**config.mk**
```make
export PLATFORM = sky130hd
export DESIGN_NAME = pc_redirect_ctrl_flat
export DESIGN_NICKNAME = d
export VERILOG_FILES = /design/src/rtl/pc_redirect_ctrl_if.sv /design/src/rtl/pc_redirect_ctrl.sv /design/src/flat_wrapper.sv
export SDC_FILE = /design/constraint.sdc
export NUM_CORES = 1
export LEC_CHECK = 0
export BUFFER_PORTS_ARGS = -buffer_cell sky130_fd_sc_hd__buf_2
export CORE_MARGIN = 3
export CORE_UTILIZATION = 50
export CTS_CLUSTER_SIZE = 40
export DETAILED_ROUTE_END_ITERATION = 6
export GPL_TIMING_DRIVEN = 0
export HOLD_SLACK_MARGIN = 0.1
export PLACE_DENSITY = 0.9
export SETUP_SLACK_MARGIN = 0.2
export SLEW_MARGIN = 40
export SYNTH_ARGS = -nofsm -noshare
export SYNTH_HDL_FRONTEND = slang
export SYNTH_SLANG_ARGS = --single-unit
export TNS_END_PERCENT = 50
```
**constraint.sdc**
```tcl
create_clock -name clk -period 4 [get_ports clk]
set_input_delay 0.2 -clock clk [delete_from_list [all_inputs] [get_ports clk]]
set_output_delay 0.2 -clock clk [all_outputs]
set_load 0.01 [all_outputs]
```
**src/rtl/pc_redirect_ctrl_if.sv**
```systemverilog
// Purpose : groups the redirect / trap handshake signals of pc_redirect_ctrl.
// Latency : n/a (wiring only).
// Backpressure: Stall freezes the PC. While a trap is pending, fetch holds until TrapAck.
//
// Port summary (slave = controller side):
//   inputs  : Stall, ExValid, RedirValid, RedirTarget[31:0], TrapAck
//   outputs : PC[PC_W-1:0], IfValid, FlushIF, FlushID, TrapReq,
//             TrapCause[1:0], TrapTarget[31:0], RedirCount[15:0]
interface pc_redirect_ctrl_if #(
    parameter int unsigned PC_W = 9
);
    logic            Stall;
    logic            ExValid;
    logic            RedirValid;
    logic [31:0]     RedirTarget;
    logic            TrapAck;

    logic [PC_W-1:0] PC;
    logic            IfValid;
    logic            FlushIF;
    logic            FlushID;
    logic            TrapReq;
    logic [1:0]      TrapCause;
    logic [31:0]     TrapTarget;
    logic [15:0]     RedirCount;

    // Controller side.
    modport slave (
        input  Stall, ExValid, RedirValid, RedirTarget, TrapAck,
        output PC, IfValid, FlushIF, FlushID, TrapReq, TrapCause,
               TrapTarget, RedirCount
    );

    // Pipeline / environment side.
    modport master (
        output Stall, ExValid, RedirValid, RedirTarget, TrapAck,
        input  PC, IfValid, FlushIF, FlushID, TrapReq, TrapCause,
               TrapTarget, RedirCount
    );
endinterface

```
**src/rtl/pc_redirect_ctrl.sv**
```systemverilog
// Purpose : fetch PC owner; applies EX-stage redirects, flushes IF/ID + ID/EX, traps bad targets.
// Latency : accept -> first valid fetch at target = FLUSH_CYCLES+1 cycles; flush is same-cycle comb.
// Backpressure: Stall holds the PC in RUN only. FLUSH/TRAP ignore redirects. TRAP holds until TrapAck.
//
// Ports:
//   clk    - core clock, rising edge
//   rst_n  - asynchronous active-low reset
//   bus    - pc_redirect_ctrl_if.slave (redirect inputs, PC / flush / trap outputs)
module pc_redirect_ctrl #(
    parameter int unsigned PC_W         = 9,
    parameter logic [31:0] RESET_PC     = 32'h0000_0000,
    parameter logic [31:0] TRAP_VEC     = 32'h0000_0100,
    parameter int unsigned FLUSH_CYCLES = 2
) (
    input  logic               clk,
    input  logic               rst_n,
    pc_redirect_ctrl_if.slave  bus
);

    typedef enum logic [1:0] {
        ST_RUN   = 2'd0,
        ST_FLUSH = 2'd1,
        ST_TRAP  = 2'd2
    } state_t;

    localparam logic [PC_W-1:0] RESET_PC_L = RESET_PC[PC_W-1:0];
    localparam logic [PC_W-1:0] TRAP_VEC_L = TRAP_VEC[PC_W-1:0];
    localparam logic [PC_W-1:0] PC_STEP    = PC_W'(4);
    localparam logic [3:0]      FLUSH_LD   = 4'(FLUSH_CYCLES);

    // ------------------------------------------------------------------
    // State
    // ------------------------------------------------------------------
    state_t          r_state;
    logic [PC_W-1:0] r_pc;
    logic [3:0]      r_cnt;
    logic [1:0]      r_cause;
    logic [31:0]     r_target;
    logic [15:0]     r_redir_count;

    state_t          w_state_nxt;
    logic [PC_W-1:0] w_pc_nxt;
    logic [3:0]      w_cnt_nxt;
    logic [1:0]      w_cause_nxt;
    logic [31:0]     w_target_nxt;
    logic [15:0]     w_rcnt_nxt;

    // ------------------------------------------------------------------
    // Redirect decode
    // ------------------------------------------------------------------
    logic w_accept;
    logic w_misaligned;
    logic w_out_of_range;
    logic w_illegal;

    // Only RUN listens to the jump/branch unit; a redirect arriving while
    // the pipe is still refilling or trapped belongs to a squashed
    // instruction and must be dropped.
    assign w_accept       = (r_state == ST_RUN) && bus.ExValid && bus.RedirValid;
    assign w_misaligned   = (bus.RedirTarget[1:0] != 2'b00);
    assign w_out_of_range = (bus.RedirTarget[31:PC_W] != '0);
    assign w_illegal      = w_misaligned || w_out_of_range;

    // ------------------------------------------------------------------
    // Next-state / next-value logic
    // ------------------------------------------------------------------
    always_comb begin
        w_state_nxt  = r_state;
        w_pc_nxt     = r_pc;
        w_cnt_nxt    = r_cnt;
        w_cause_nxt  = r_cause;
        w_target_nxt = r_target;
        w_rcnt_nxt   = r_redir_count;

        case (r_state)
            ST_RUN: begin
                if (w_accept) begin
                    if (w_illegal) begin
                        // PC freezes on the redirecting instruction's
                        // successor; trap logic sees the bad target.
                        w_state_nxt  = ST_TRAP;
                        w_cause_nxt  = {w_out_of_range, w_misaligned};
                        w_target_nxt = bus.RedirTarget;
                    end else begin
                        // Redirect overrides Stall: the instructions the
                        // stall was protecting are being flushed anyway.
                        w_state_nxt = ST_FLUSH;
                        w_pc_nxt    = bus.RedirTarget[PC_W-1:0];
                        w_cnt_nxt   = FLUSH_LD;
                        if (r_redir_count != 16'hFFFF) begin
                            w_rcnt_nxt = r_redir_count + 16'd1;
                        end
                    end
                end else if (!bus.Stall) begin
                    w_pc_nxt = r_pc + PC_STEP;
                end
            end

            ST_FLUSH: begin
                // Counter is loaded with FLUSH_CYCLES at the accept edge,
                // so leaving on count==1 gives exactly FLUSH_CYCLES invalid
                // fetch cycles. The <= guard keeps a zero load from locking up.
                w_cnt_nxt = r_cnt - 4'd1;
                if (r_cnt <= 4'd1) begin
                    w_cnt_nxt   = 4'd0;
                    w_state_nxt = ST_RUN;
                end
            end

            ST_TRAP: begin
                if (bus.TrapAck) begin
                    w_state_nxt  = ST_RUN;
                    w_pc_nxt     = TRAP_VEC_L;
                    w_cause_nxt  = 2'b00;
                    w_target_nxt = 32'h0;
                end
            end

            default: begin
                w_state_nxt = ST_RUN;
            end
        endcase
    end

    // ------------------------------------------------------------------
    // State registers
    // ------------------------------------------------------------------
    always_ff @(posedge clk or negedge rst_n) begin
        if (!rst_n) begin
            r_state       <= ST_RUN;
            r_pc          <= RESET_PC_L;
            r_cnt         <= 4'd0;
            r_cause       <= 2'b00;
            r_target      <= 32'h0;
            r_redir_count <= 16'h0;
        end else begin
            r_state       <= w_state_nxt;
            r_pc          <= w_pc_nxt;
            r_cnt         <= w_cnt_nxt;
            r_cause       <= w_cause_nxt;
            r_target      <= w_target_nxt;
            r_redir_count <= w_rcnt_nxt;
        end
    end

    // ------------------------------------------------------------------
    // Outputs
    // ------------------------------------------------------------------
    assign bus.PC         = r_pc;
    assign bus.IfValid    = (r_state == ST_RUN);
    assign bus.TrapReq    = (r_state == ST_TRAP);
    assign bus.TrapCause  = r_cause;
    assign bus.TrapTarget = r_target;
    assign bus.RedirCount = r_redir_count;

    // Both flushes fire in the accept cycle itself, legal or not, so the
    // wrong-path instructions in IF/ID and ID/EX never reach the next edge.
    assign bus.FlushIF    = w_accept;
    assign bus.FlushID    = w_accept;

endmodule

```
**src/flat_wrapper.sv**
```systemverilog
// flat-port wrapper written by rule: the top's interface ports become plain ports
module pc_redirect_ctrl_flat 
#(
    parameter int unsigned PC_W         = 9,
    parameter logic [31:0] RESET_PC     = 32'h0000_0000,
    parameter logic [31:0] TRAP_VEC     = 32'h0000_0100,
    parameter int unsigned FLUSH_CYCLES = 2
)
  (clk, rst_n, bus_Stall, bus_ExValid, bus_RedirValid, bus_RedirTarget, bus_TrapAck, bus_PC, bus_IfValid, bus_FlushIF, bus_FlushID, bus_TrapReq, bus_TrapCause, bus_TrapTarget, bus_RedirCount);
  pc_redirect_ctrl_if #(.PC_W(PC_W)) bus_i ();
  input  logic clk;
  input  logic rst_n;
  input wire logic [$bits(bus_i.Stall)-1:0] bus_Stall;
  input wire logic [$bits(bus_i.ExValid)-1:0] bus_ExValid;
  input wire logic [$bits(bus_i.RedirValid)-1:0] bus_RedirValid;
  input wire logic [$bits(bus_i.RedirTarget)-1:0] bus_RedirTarget;
  input wire logic [$bits(bus_i.TrapAck)-1:0] bus_TrapAck;
  output wire logic [$bits(bus_i.PC)-1:0] bus_PC;
  output wire logic [$bits(bus_i.IfValid)-1:0] bus_IfValid;
  output wire logic [$bits(bus_i.FlushIF)-1:0] bus_FlushIF;
  output wire logic [$bits(bus_i.FlushID)-1:0] bus_FlushID;
  output wire logic [$bits(bus_i.TrapReq)-1:0] bus_TrapReq;
  output wire logic [$bits(bus_i.TrapCause)-1:0] bus_TrapCause;
  output wire logic [$bits(bus_i.TrapTarget)-1:0] bus_TrapTarget;
  output wire logic [$bits(bus_i.RedirCount)-1:0] bus_RedirCount;
  assign bus_i.Stall = bus_Stall;
  assign bus_i.ExValid = bus_ExValid;
  assign bus_i.RedirValid = bus_RedirValid;
  assign bus_i.RedirTarget = bus_RedirTarget;
  assign bus_i.TrapAck = bus_TrapAck;
  assign bus_PC = bus_i.PC;
  assign bus_IfValid = bus_i.IfValid;
  assign bus_FlushIF = bus_i.FlushIF;
  assign bus_FlushID = bus_i.FlushID;
  assign bus_TrapReq = bus_i.TrapReq;
  assign bus_TrapCause = bus_i.TrapCause;
  assign bus_TrapTarget = bus_i.TrapTarget;
  assign bus_RedirCount = bus_i.RedirCount;
  pc_redirect_ctrl #(.PC_W(PC_W), .RESET_PC(RESET_PC), .TRAP_VEC(TRAP_VEC), .FLUSH_CYCLES(FLUSH_CYCLES)) u_core (.clk(clk), .rst_n(rst_n), .bus(bus_i));
endmodule
```
==> results of run 1 <==
## metrics by stage
| stage | cell area (um^2) | utilization (%) | worst slack [ns] | hold slack, ns |
|---|---|---|---|---|
| floorplan | 3100 | - | 2.10 | -0.0956 |
| global placement | 3700 | 62.1 | 1.78 | 0.412 |
| detailed placement | 3720 | 62.4 | 1.73 | 0.173 |
| CTS | 4170 | 70.0 | 1.51 | 0.101 |
| global route | 4180 | 70.2 | 1.33 | 0.106 |
| finish | 4180 | 70.2 | 1.47 | 0.100 |
## sequential cells by signal (all words and copies together), names as in the netlist
| name | cells |
|---|---|
| u_core.bus.TrapTarget | 32 |
| u_core.bus.RedirCount | 16 |
| u_core.bus.PC | 9 |
| u_core.r_cnt | 4 |
| u_core.bus.TrapCause | 2 |
| u_core.r_state | 2 |
## report_power, final
group / switching, mW / internal [mW] / leakage [nW] / total [mW]
sequential: 0.0535 / 0.730 / 0.835 / 0.784
combinational: 0.199 / 0.145 / 1.17 / 0.344
clock: 0.255 / 0.255 / 0.0911 / 0.510
## critical path, cell delays in order, from the launching register on
cell and delay (ns):
dfrtp_1 0.36, clkbuf_1 0.20, nand4bb_1 0.30, buf_2 0.23
inv_1 0.14, buf_1 0.42, buf_4 0.20, buf_2 0.12
## worst max path at each step
stage                                  startpoint                                     to  slack (ns)  cells after the start
floorplan                     bus_RedirTarget[13]           u_core.bus.PC[2]$_DFFE_PN0P_        2.10                      6
global placement              bus_RedirTarget[13]  u_core.bus.TrapTarget[12]$_DFFE_PN0P_        1.78                      8
detailed placement            bus_RedirTarget[13]   u_core.bus.TrapTarget[8]$_DFFE_PN0P_        1.73                      8
CTS                 u_core.r_state[0]$_DFFE_PN0P_                            bus_FlushIF        1.51                      7
global route        u_core.r_state[0]$_DFFE_PN0P_                            bus_FlushIF        1.33                      7
finish              u_core.r_state[0]$_DFFE_PN0P_                            bus_FlushIF        1.47                      7
## metal layers
layer	vias up	global-route usage, %	wire, um
met5	-	0	0
met4	0	15.7	414
met3	41	5.30	570
met2	153	44.3	4510
met1	1452	31.0	3510
li1	1422	-	-
## final cells by class
type                       instances  area [um^2]
antenna                            1         2.50
buffer                            18         81.3
clock buffer                      11          151
clock inverter                     5         30.0
fill                             438         1780
inverter                           9         33.8
multi-input combinational        232         1370
sequential                        65         1630
tap                               75         93.8
timing repair buffer             128          793
## layout by cell type (no fill, tap or decap), types with 3 or more instances in the layout
master / count
nand3_1: 7
clkinv_2: 3
o21ai_0: 47
a21oi_1: 5
dfrtp_1: 65
and3_1: 4
o21a_1: 5
xor2_1: 13
nand2_1: 75
inv_1: 9
nor4_1: 8
nor2_1: 9
buf_2: 101
nor3_1: 7
ha_1: 4
nand4_1: 4
clkbuf_1: 13
clkbuf_8: 11
dlygate4sd3_1: 27
## kinds of logic (layout without fill, tap and decap cells)
kind of cell | after synthesis | count (layout) | synth area share, %
AO/OA/AOI/OAI | 78 | 78 | 15.4
XOR/XNOR | 15 | 15 | 4.24
adder cells (fa/ha/maj) | 4 | 4 | 1.61
buffers and inverters | 27 | 171 | 3.71
flip-flops | 65 | 65 | 52.4
multiplexers | 2 | 2 | 0.686
other | 0 | 1 | 0
AND/OR/NAND/NOR | 133 | 133 | 21.9
## repair_timing
| item | 4_1_cts | 5_1_grt |
|---|---|---|
| endpoints found under the hold margin | 58 | 0 |
| hold buffers | 27 | 0 |
| buffers inserted | 0 | 0 |
==> impl_results.md, run 1 <==
* Final Hold Vio Count at 0
* Tmin final at roughly 2.5 ns
* Hold path startpoint: bus_RedirTarget[11]
* FF+latch count, synth at 65
* Total track usage at between 20% and 30%
* Slew margin rel. at approximately 65%
* Worst Clk Skew at about 0.0098 ns
* Grt ovf at 0
* DP HPWL at between 6000 and 7000 um
* CP endpoint kind: output port
* CTS H-tree lvls at 3
* Wire length of the first global-routing pass at roughly 15000 um
* CTS-repair resized insts at 0
* Antenna viol nets, final at 0
* Die area at slightly above 7000 um^2
* Core area at roughly 6000 um^2
* Gate count after technology mapping at 324
* Starting Density at between 50% and 60%
* Max Cap Viol at 0
* Inserted Clock Buffers at 9
* DRC at 0
* Crit share post-route at approximately 63%
* R2r startpoint: u_core.r_state[0]$_DFFE_PN0P_
* P per Cell Area at roughly 400 nW/um^2
* Pwr Total at 1.64 mW
* Syn Area/Cell at approximately 9.6 um^2
* Crit start category: register
* Initial antenna violation count at 1
* Top cell type by total area after synthesis: dfrtp_1
* CTS tree: done
* DRT iter0 DRCs at between 200 and 300
* EDFF count, synth at 0
* Status: finished, final reports clean
* Max Buffers Root-to-Sink at 2
* HP Class: in2reg
* Synth top area cells: dfrtp_1 52%, nand2_1 9.1%, o21ai_0 7.6%, xor2_1 3.7%, ha_1 1.6%
* Clock Latency Late Sink at approximately 0.35 ns
* Worst VDD drop at between 200 and 300 uV
* RSZ-0062 raised after global routing: no
* Via count at 3068
* # clock sinks at 65
* Root Driver: clkbuf_8
* Non-Filler Instances at 544
* Avg Vias per Cell at ~5.6
* Top_reg_cell synth: dfrtp_1
* Worst Reg-to-Reg Cells at 7
* Critical path type: reg2out
* Synth cell types at 49
* Syn Nets at 366
* Yosys warns at 0
* Port bufs at 100
* Largest net degree at the start of global routing at 34
* Die Y at roughly 85 um
* Final TNS setup at 0 ns
* P_leak at roughly 2.1 nW
* Worst reg2reg path endpoint: u_core.bus.TrapTarget[1]$_DFFE_PN0P_
* Setup Viol. Count Final at 0
* Synthesized area at around 3100 um^2
* Die extent in x at 84.8 um
* # IOs at 101
* Flop-to-flop setup slack at roughly 1.7 ns
* Drt pass-1 iters at 5
* Sequential area share after synthesis at a little over half
* Routed len/inst at 16.6 um
* Synthesis-to-finish area growth at 34.7%
* Most frequent cell after synthesis: nand2_1
* CTS clk-pin slew, worst paths at 0.07 ns
* CP Max Fanout at 11
* Max Fclk at around 0.39 GHz
* Pins Over Slew Limit at 0
* # placed instances at 500
* Synth top cells by count: 75 x nand2_1, 65 x dfrtp_1, 47 x o21ai_0
* Required @ worst endpoint at about 3.8 ns
* Row count at 28
* Min-Delay Path Depth at 3
* Layout cells sized above 1 at between 20 and 30%
* Vias in the first global route at 3121
* Final nets at approximately 510
* Worst Hold Path EP: u_core.bus.TrapTarget[11]$_DFFE_PN0P_
* Synth top area share at between 50 and 60%
* Slew @ Worst Pin at about 0.53 ns
* Arrival @ worst endpoint at roughly 2.3 ns
* Final WL at ~9000 um
* Final GP Congestion at 0.866
* Fraction of registers with async set/reset at 100%
(Power assumes the default switching activity.)
==> inputs of run 2 (changes only) <==
--- a/config.mk
+++ b/config.mk
@@ -7,12 +7,12 @@
 export LEC_CHECK = 0
 export BUFFER_PORTS_ARGS = -buffer_cell sky130_fd_sc_hd__buf_2
 export CORE_MARGIN = 3
-export CORE_UTILIZATION = 50
+export CORE_UTILIZATION = 46
 export CTS_CLUSTER_SIZE = 40
 export DETAILED_ROUTE_END_ITERATION = 6
 export GPL_TIMING_DRIVEN = 0
 export HOLD_SLACK_MARGIN = 0.1
-export PLACE_DENSITY = 0.9
+export PLACE_DENSITY = 0.87
 export SETUP_SLACK_MARGIN = 0.2
 export SLEW_MARGIN = 40
 export SYNTH_ARGS = -nofsm -noshare
==> constraint.sdc (replaced) <==
create_clock -name clk -period 2.2 [get_ports clk]
set_input_delay 0.11 -clock clk [delete_from_list [all_inputs] [get_ports clk]]
set_output_delay 0.11 -clock clk [all_outputs]
set_load 0.01 [all_outputs]
==> run 2 against run 1 <==
Sequential cell count unchanged. Die area increased by 8.1%. Final cell count up 1.7%. Global-route usage fell by 2.5 points. Critical path depth increased by 1. Cell area grew 4.4%. Clock-buffer cell count increased by 3. Core utilization decreased by 2.6 points. Non-clock buffer count rose by 9. Critical path type is now reg2reg. Largest cell class unchanged. Largest power group unchanged. Highest routed layer unchanged.
==> impl_results.md, run 2 (synthesized netlist as in run 1, its figures left out) <==
* Status: finished, final reports clean
* CTS H-tree lvls at 3 (unchanged)
* Inserted Diodes at 0 (-1)
* Vias in the first global route at 2944 (-5.7%)
* Tmin final at about 1.9 ns
* Worst VDD drop at 427 uV (+49%)
* Most frequent cells in the layout: 102 x buf_2, 75 x nand2_1, 65 x dfrtp_1
* Wire length of the first global-routing pass at 14200 um (-4.0%)
* Max Fclk at between 0.5 and 0.6 GHz
* Row count at 29 (+3.6%)
* Port bufs at 100 (unchanged)
* Die extent in x at 88.1 um (+4.0%)
* # IOs at 101 (unchanged)
* Final worst slack at 0.294 ns (-1.17 ns)
* Total track usage at 23.8% (-2.5 points)
* Die area at 7760 um^2 (+8.1%)
* Largest net degree at the start of global routing at 45 (+32%)
* Arrival @ worst endpoint at 2.17 ns (-0.16 ns)
* P per Cell Area at 699 nW/um^2 (+78%)
* Drt pass-1 iters at 4 (-1)
* Via count at 3059 (-0.29%)
* Synthesis-to-finish area growth at 40.6%
* Commonest non-fill, non-tap cell in the layout: buf_2
* Required @ worst endpoint at 2.46 ns (-1.34 ns)
* Crit share post-route at 86.6%
* HP Class: in2async
* # placed instances at 502 (+0.40%)
* Number of flip-flops in the largest register at 32 (unchanged)
* CTS clk-pin slew, worst paths at 0.07 ns (about the same)
* Pins Over Slew Limit at 0 (unchanged)
* Worst path cell trace: buf_2 -> nand4bb_4 -> buf_6 -> inv_2 -> nand3_4 -> buf_8 -> nor4_4 -> xor2_1
* CP Max Fanout at 10 (-1)
* # clock sinks at 65 (unchanged)
* Final GP Congestion at 0.839 (-3.1%)
* Final Hold Vio Count at 0 (unchanged)
* Inserted Clock Buffers at 9 (unchanged)
* Slew margin rel. at 64.7% (about the same)
* Critical path type: reg2reg
* DP HPWL at 6040 um (-0.53%)
* Setup Viol. Count Final at 0 (unchanged)
* CP max stage cell: dfrtp_1
* Grt ovf at 0 (unchanged)
* Initial antenna violation count at 0 (-1)
* Routed len/inst at 16.0 um (-3.2%)
* Final nets at 514 (+1.8%)
* Starting Density at 48.0% (-4.1 points)
* Slew @ Worst Pin at 0.529 ns (-0.000388 ns)
* Non-Filler Instances at 553 (+1.7%)
* Pre-CTS WS at -0.0300 ns (-1.76 ns)
* CTS tree: done
* CP endpoint kind: register
* Slowest cell delay on critical path at 0.36 ns (-0.06 ns)
* Worst Clk Skew at 0.00969 ns (-0.000112 ns)
* Antenna viol nets, final at 0 (unchanged)
* Max Cap Viol at 0 (unchanged)
* Max Buffers Root-to-Sink at 2 (unchanged)
* Crit start category: register
* Root Driver: clkbuf_8
* DRC at 0 (unchanged)
* Core area at 6460 um^2 (+8.4%)
* Die Y at 88.1 um (+4.0%)
* Avg Vias per Cell at 5.53 (-1.9%)
* Final WL at 8860 um (-1.6%)
* DRT iter0 DRCs at 183 (-28%)
* P_leak at 2.20 nW (+5.2%)
* Layout cells sized above 1 at 31.9% (+3.5 points)
* Clock Latency Late Sink at 0.34 ns (about the same)
* RSZ-0062 raised after global routing: yes
## run 2: cell types whose count changed in the layout (fill, tap and decap cells not counted), sizes merged
cell	previous run	this run
buf	106	110
clkbuf	24	25
clkinv	3	0
clkinvlp	2	1
diode	1	0
dlygate4sd3	27	34
## run 2: worst max-delay path, delay by kind of cell (launching register included)
family,cells,cell delay [ns]
XOR/XNOR,1,0.16
flip-flops,1,0.36
buffers and inverters,4,0.64
AND/OR/NAND/NOR,3,0.66
## run 2: worst paths after layout
path                                               start                                     to  slack, ns  depth (start not counted)
setup / recovery           u_core.r_state[1]$_DFFE_PN0P_  u_core.bus.RedirCount[15]$_DFFE_PN0P_       0.29                          8
hold / removal                                     rst_n           u_core.bus.PC[6]$_DFFE_PN0P_       0.21                          2
setup reg to reg           u_core.r_state[1]$_DFFE_PN0P_  u_core.bus.RedirCount[15]$_DFFE_PN0P_       0.29                          8
hold reg to reg             u_core.bus.PC[0]$_DFFE_PN0P_           u_core.bus.PC[0]$_DFFE_PN0P_       0.49                          1
max in group asynchronous                          rst_n    u_core.bus.TrapCause[1]$_DFFE_PN0P_       1.45                          3
min in group clk                               bus_Stall           u_core.bus.PC[6]$_DFFE_PN0P_       0.24                          3
## run 2: routing by layer
metal | vias up | track usage [%] | part of all wire [%] | wire (um)
met5 | - | 0 | 0 | 0
met4 | 0 | 7.01 | 1.6 | 139
met3 | 14 | 5.74 | 6.7 | 596
met2 | 125 | 40.1 | 50 | 4470
met1 | 1487 | 30.5 | 41 | 3650
li1 | 1433 | - | - | -
## run 2: per-stage QoR
stage	setup TNS, ns	hold WS (ns)	power, mW	area (um^2)	util [%]
2_1_floorplan	0	-0.186	1.72	3100	-
3_3_place_gp	-0.0257	0.321	1.98	3700	57.3
3_5_place_dp	-0.0565	0.0282	2.01	3720	57.6
4_1_cts	0	0.212	3.05	4300	66.6
5_1_grt	0	0.246	3.21	4360	67.5
6_report	0	0.213	3.05	4360	67.5
## run 2: layout make-up
cell class                 count  area, um^2
clock inverter                 1        7.51
sequential                    65        1630
fill                         528        2100
buffer                        18         115
clock buffer                  14         193
tap                           77        96.3
inverter                       9        33.8
multi-input combinational    232        1410
timing repair buffer         137         878
## run 2: what timing repair did
action,in CTS,in global routing
buffers inserted,0,2
hold endpoints to repair,102,0
hold buffers,34,0
resized for setup,11,25
cloned,0,0
endpoints found under the setup margin,32,51
pin swaps,0,2
## run 2: where the power goes
group,internal (mW),total (mW),switching (mW)
sequential,1.33,1.42,0.0939
combinational,0.281,0.633,0.352
clock,0.557,0.996,0.438
total,2.17,3.05,0.884
==> inputs of run 3 (changes only) <==
--- a/config.mk
+++ b/config.mk
@@ -12,6 +12,7 @@
 export DETAILED_ROUTE_END_ITERATION = 6
 export GPL_TIMING_DRIVEN = 0
 export HOLD_SLACK_MARGIN = 0.1
+export MAX_ROUTING_LAYER = met4
 export PLACE_DENSITY = 0.87
 export SETUP_SLACK_MARGIN = 0.2
 export SLEW_MARGIN = 40
==> run 3 against run 2 <==
Clock power about the same. Routed wire length decreased by 0.12%. Critical path depth unchanged. Cell area unchanged. Clock-buffer cell count unchanged. Sequential cell count unchanged. Register-to-register slack about the same. Power about the same. Setup slack got worse by 0.0046 ns. Global-route usage increased by 0.73 points. Worst hold slack about the same. Critical endpoint unchanged. Largest power group unchanged.
==> impl_results.md, run 3 (synthesized netlist as in run 1, its figures left out) <==
* Status: finished, final reports clean
* Final nets at 514 (unchanged)
* CTS H-tree lvls at 3 (unchanged)
* Worst VDD drop at 427 uV (about the same)
* Root Driver: clkbuf_8
* CP max stage cell: dfrtp_1
* Worst Clk Skew at 0.00885 ns (-0.000847 ns)
* Die Y at 88.1 um (unchanged)
* Worst path cell trace: buf_2 -> nand4bb_4 -> buf_6 -> inv_2 -> nand3_4 -> buf_8 -> nor4_4 -> xor2_1
* Core area at 6460 um^2 (unchanged)
* Max Cap Viol at 0 (unchanged)
* Pwr Total at 3.05 mW (about the same)
* Avg Vias per Cell at 5.52 (-0.20%)
* Antenna viol nets, final at 0 (unchanged)
* Most frequent cells in the layout: 102 x buf_2, 75 x nand2_1, 65 x dfrtp_1
* Flop-to-flop setup slack at 0.29 ns (about the same)
* CP Max Fanout at 10 (unchanged)
* CTS clk-pin slew, worst paths at 0.07 ns (about the same)
* Slowest cell delay on critical path at 0.36 ns (about the same)
* RSZ-0062 raised after global routing: yes
* Slew @ Worst Pin at 0.528 ns (-0.00116 ns)
* Critical path destination: u_core.bus.RedirCount[15]$_DFFE_PN0P_
* Initial antenna violation count at 0 (unchanged)
* DRC at 0 (unchanged)
* P per Cell Area at 699 nW/um^2 (about the same)
* # placed instances at 502 (unchanged)
* Non-Filler Instances at 553 (unchanged)
* Largest net degree at the start of global routing at 45 (unchanged)
* Final Hold Vio Count at 0 (unchanged)
* Final WL at 8850 um (-0.12%)
* # IOs at 101 (unchanged)
* Drt pass-1 iters at 4 (unchanged)
* Port bufs at 100 (unchanged)
* Inserted Diodes at 0 (unchanged)
* DRT iter0 DRCs at 154 (-16%)
* Max Fclk at 0.523 GHz (-0.24%)
* Via count at 3053 (-0.20%)
* Total track usage at 24.5% (+0.73 points)
* # clock sinks at 65 (unchanged)
* Area occupied by multi-input gates at 1410 um^2 (unchanged)
* Max Buffers Root-to-Sink at 2 (unchanged)
* Required @ worst endpoint at 2.46 ns (about the same)
* Tmin final at 1.91 ns (+0.00464 ns)
* CTS tree: done
* Final TNS setup at 0 ns (unchanged)
* Vias in the first global route at 2940 (-0.14%)
* Reg area at 1630 um^2 (unchanged)
* Slew margin rel. at 64.8% (+0.077 points)
* Commonest non-fill, non-tap cell in the layout: buf_2
* Synthesis-to-finish area growth at 40.6% (unchanged)
* P_leak at 2.20 nW (unchanged)
* Arrival @ worst endpoint at 2.17 ns (about the same)
* Routed len/inst at 16.0 um (-0.12%)
* Row count at 29 (unchanged)
* Starting Density at 48.0% (unchanged)
* HP Class: in2async
* Number of flip-flops in the largest register at 32 (unchanged)
* Wire length of the first global-routing pass at 14200 um (about the same)
* CP endpoint kind: register
* Grt ovf at 0 (unchanged)
* CP startpoint: u_core.r_state[1]$_DFFE_PN0P_
* DP HPWL at 6040 um (unchanged)
* Clock Latency Late Sink at 0.34 ns (about the same)
* Die area at 7760 um^2 (unchanged)
* Inserted Clock Buffers at 9 (unchanged)
* Setup Viol. Count Final at 0 (unchanged)
* # fillers at 528 (unchanged)
* Pins Over Slew Limit at 0 (unchanged)
* Final GP Congestion at 0.852 (+1.6%)
* Die extent in x at 88.1 um (unchanged)
* Critical path type: reg2reg
* R2r startpoint: u_core.r_state[1]$_DFFE_PN0P_
* Layout cells sized above 1 at 31.9% (unchanged)
* Crit start category: register
* Crit share post-route at 86.8% (+0.21 points)
* Worst reg2reg path endpoint: u_core.bus.RedirCount[15]$_DFFE_PN0P_
* Worst Reg-to-Reg Cells at 8 (unchanged)
run 3: cell counts in the layout (fill, tap and decap cells not counted):
Identical to the previous run, type by type.
run 3: critical path, delay by kind of cell (launching register included):
kind | cells | cell delay, ns
DFF | 1 | 0.36
buffers and inverters | 4 | 0.64
and+or+nand+nor | 3 | 0.67
xor gates and xnor gates | 1 | 0.17
run 3: worst min-delay path by stage:
stage | start | cells after the start | slack [ns] | endpoint
final | rst_n | 2 | 0.21 | u_core.bus.PC[6]$_DFFE_PN0P_
after global routing | rst_n | 2 | 0.24 | u_core.bus.PC[6]$_DFFE_PN0P_
after CTS | rst_n | 2 | 0.21 | u_core.bus.PC[6]$_DFFE_PN0P_
after detailed placement | rst_n | 1 | 0.03 | u_core.bus.TrapTarget[3]$_DFFE_PN0P_
after global placement | bus_RedirTarget[16] | 3 | 0.32 | u_core.bus.TrapTarget[16]$_DFFE_PN0P_
after floorplan | rst_n | 0 | -0.19 | u_core.bus.PC[0]$_DFFE_PN0P_
run 3: power by group:
part	total (mW)	switching, mW	leakage, nW	internal [mW]
Sequential	1.42	0.0940	0.835	1.33
Clock	0.996	0.439	0.101	0.558
Combinational	0.633	0.352	1.27	0.281
run 3: final cells by class:
cell class | instances | share of cell area (%)
plain buffers | 18 | 2.64
clock buffers | 14 | 4.42
clock inverters | 1 | 0.172
inverters | 9 | 0.775
multi-input cells | 232 | 32.4
flip-flops and latches | 65 | 37.3
well taps | 77 | 2.21
repair buffers | 137 | 20.1
run 3: what timing repair did:
action,in CTS,in global routing
endpoints found under the hold margin,102,0
pin swaps,0,2
setup buffers,0,2
hold buffers,34,0
resized for setup,11,25
endpoints found under the setup margin,32,51
run 3: per-stage QoR:
stage	hold slack, ns	util [%]	area, um^2	setup slack, ns
4_1_cts	0.212	66.6	4300	0.170
3_3_place_gp	0.321	57.3	3700	-0.0129
2_1_floorplan	-0.186	-	3100	0.305
3_5_place_dp	0.0282	57.6	3720	-0.0300
6_report	0.213	67.5	4360	0.289
5_1_grt	0.245	67.5	4360	0.168
run 3: per-layer routing:
| metal | part of all wire (%) | GRT usage (%) |
|---|---|---|
| met5 | 0 | - |
| met4 | 1.6 | 7.01 |
| met3 | 5.4 | 5.08 |
| met2 | 51 | 40.3 |
| met1 | 42 | 30.8 |
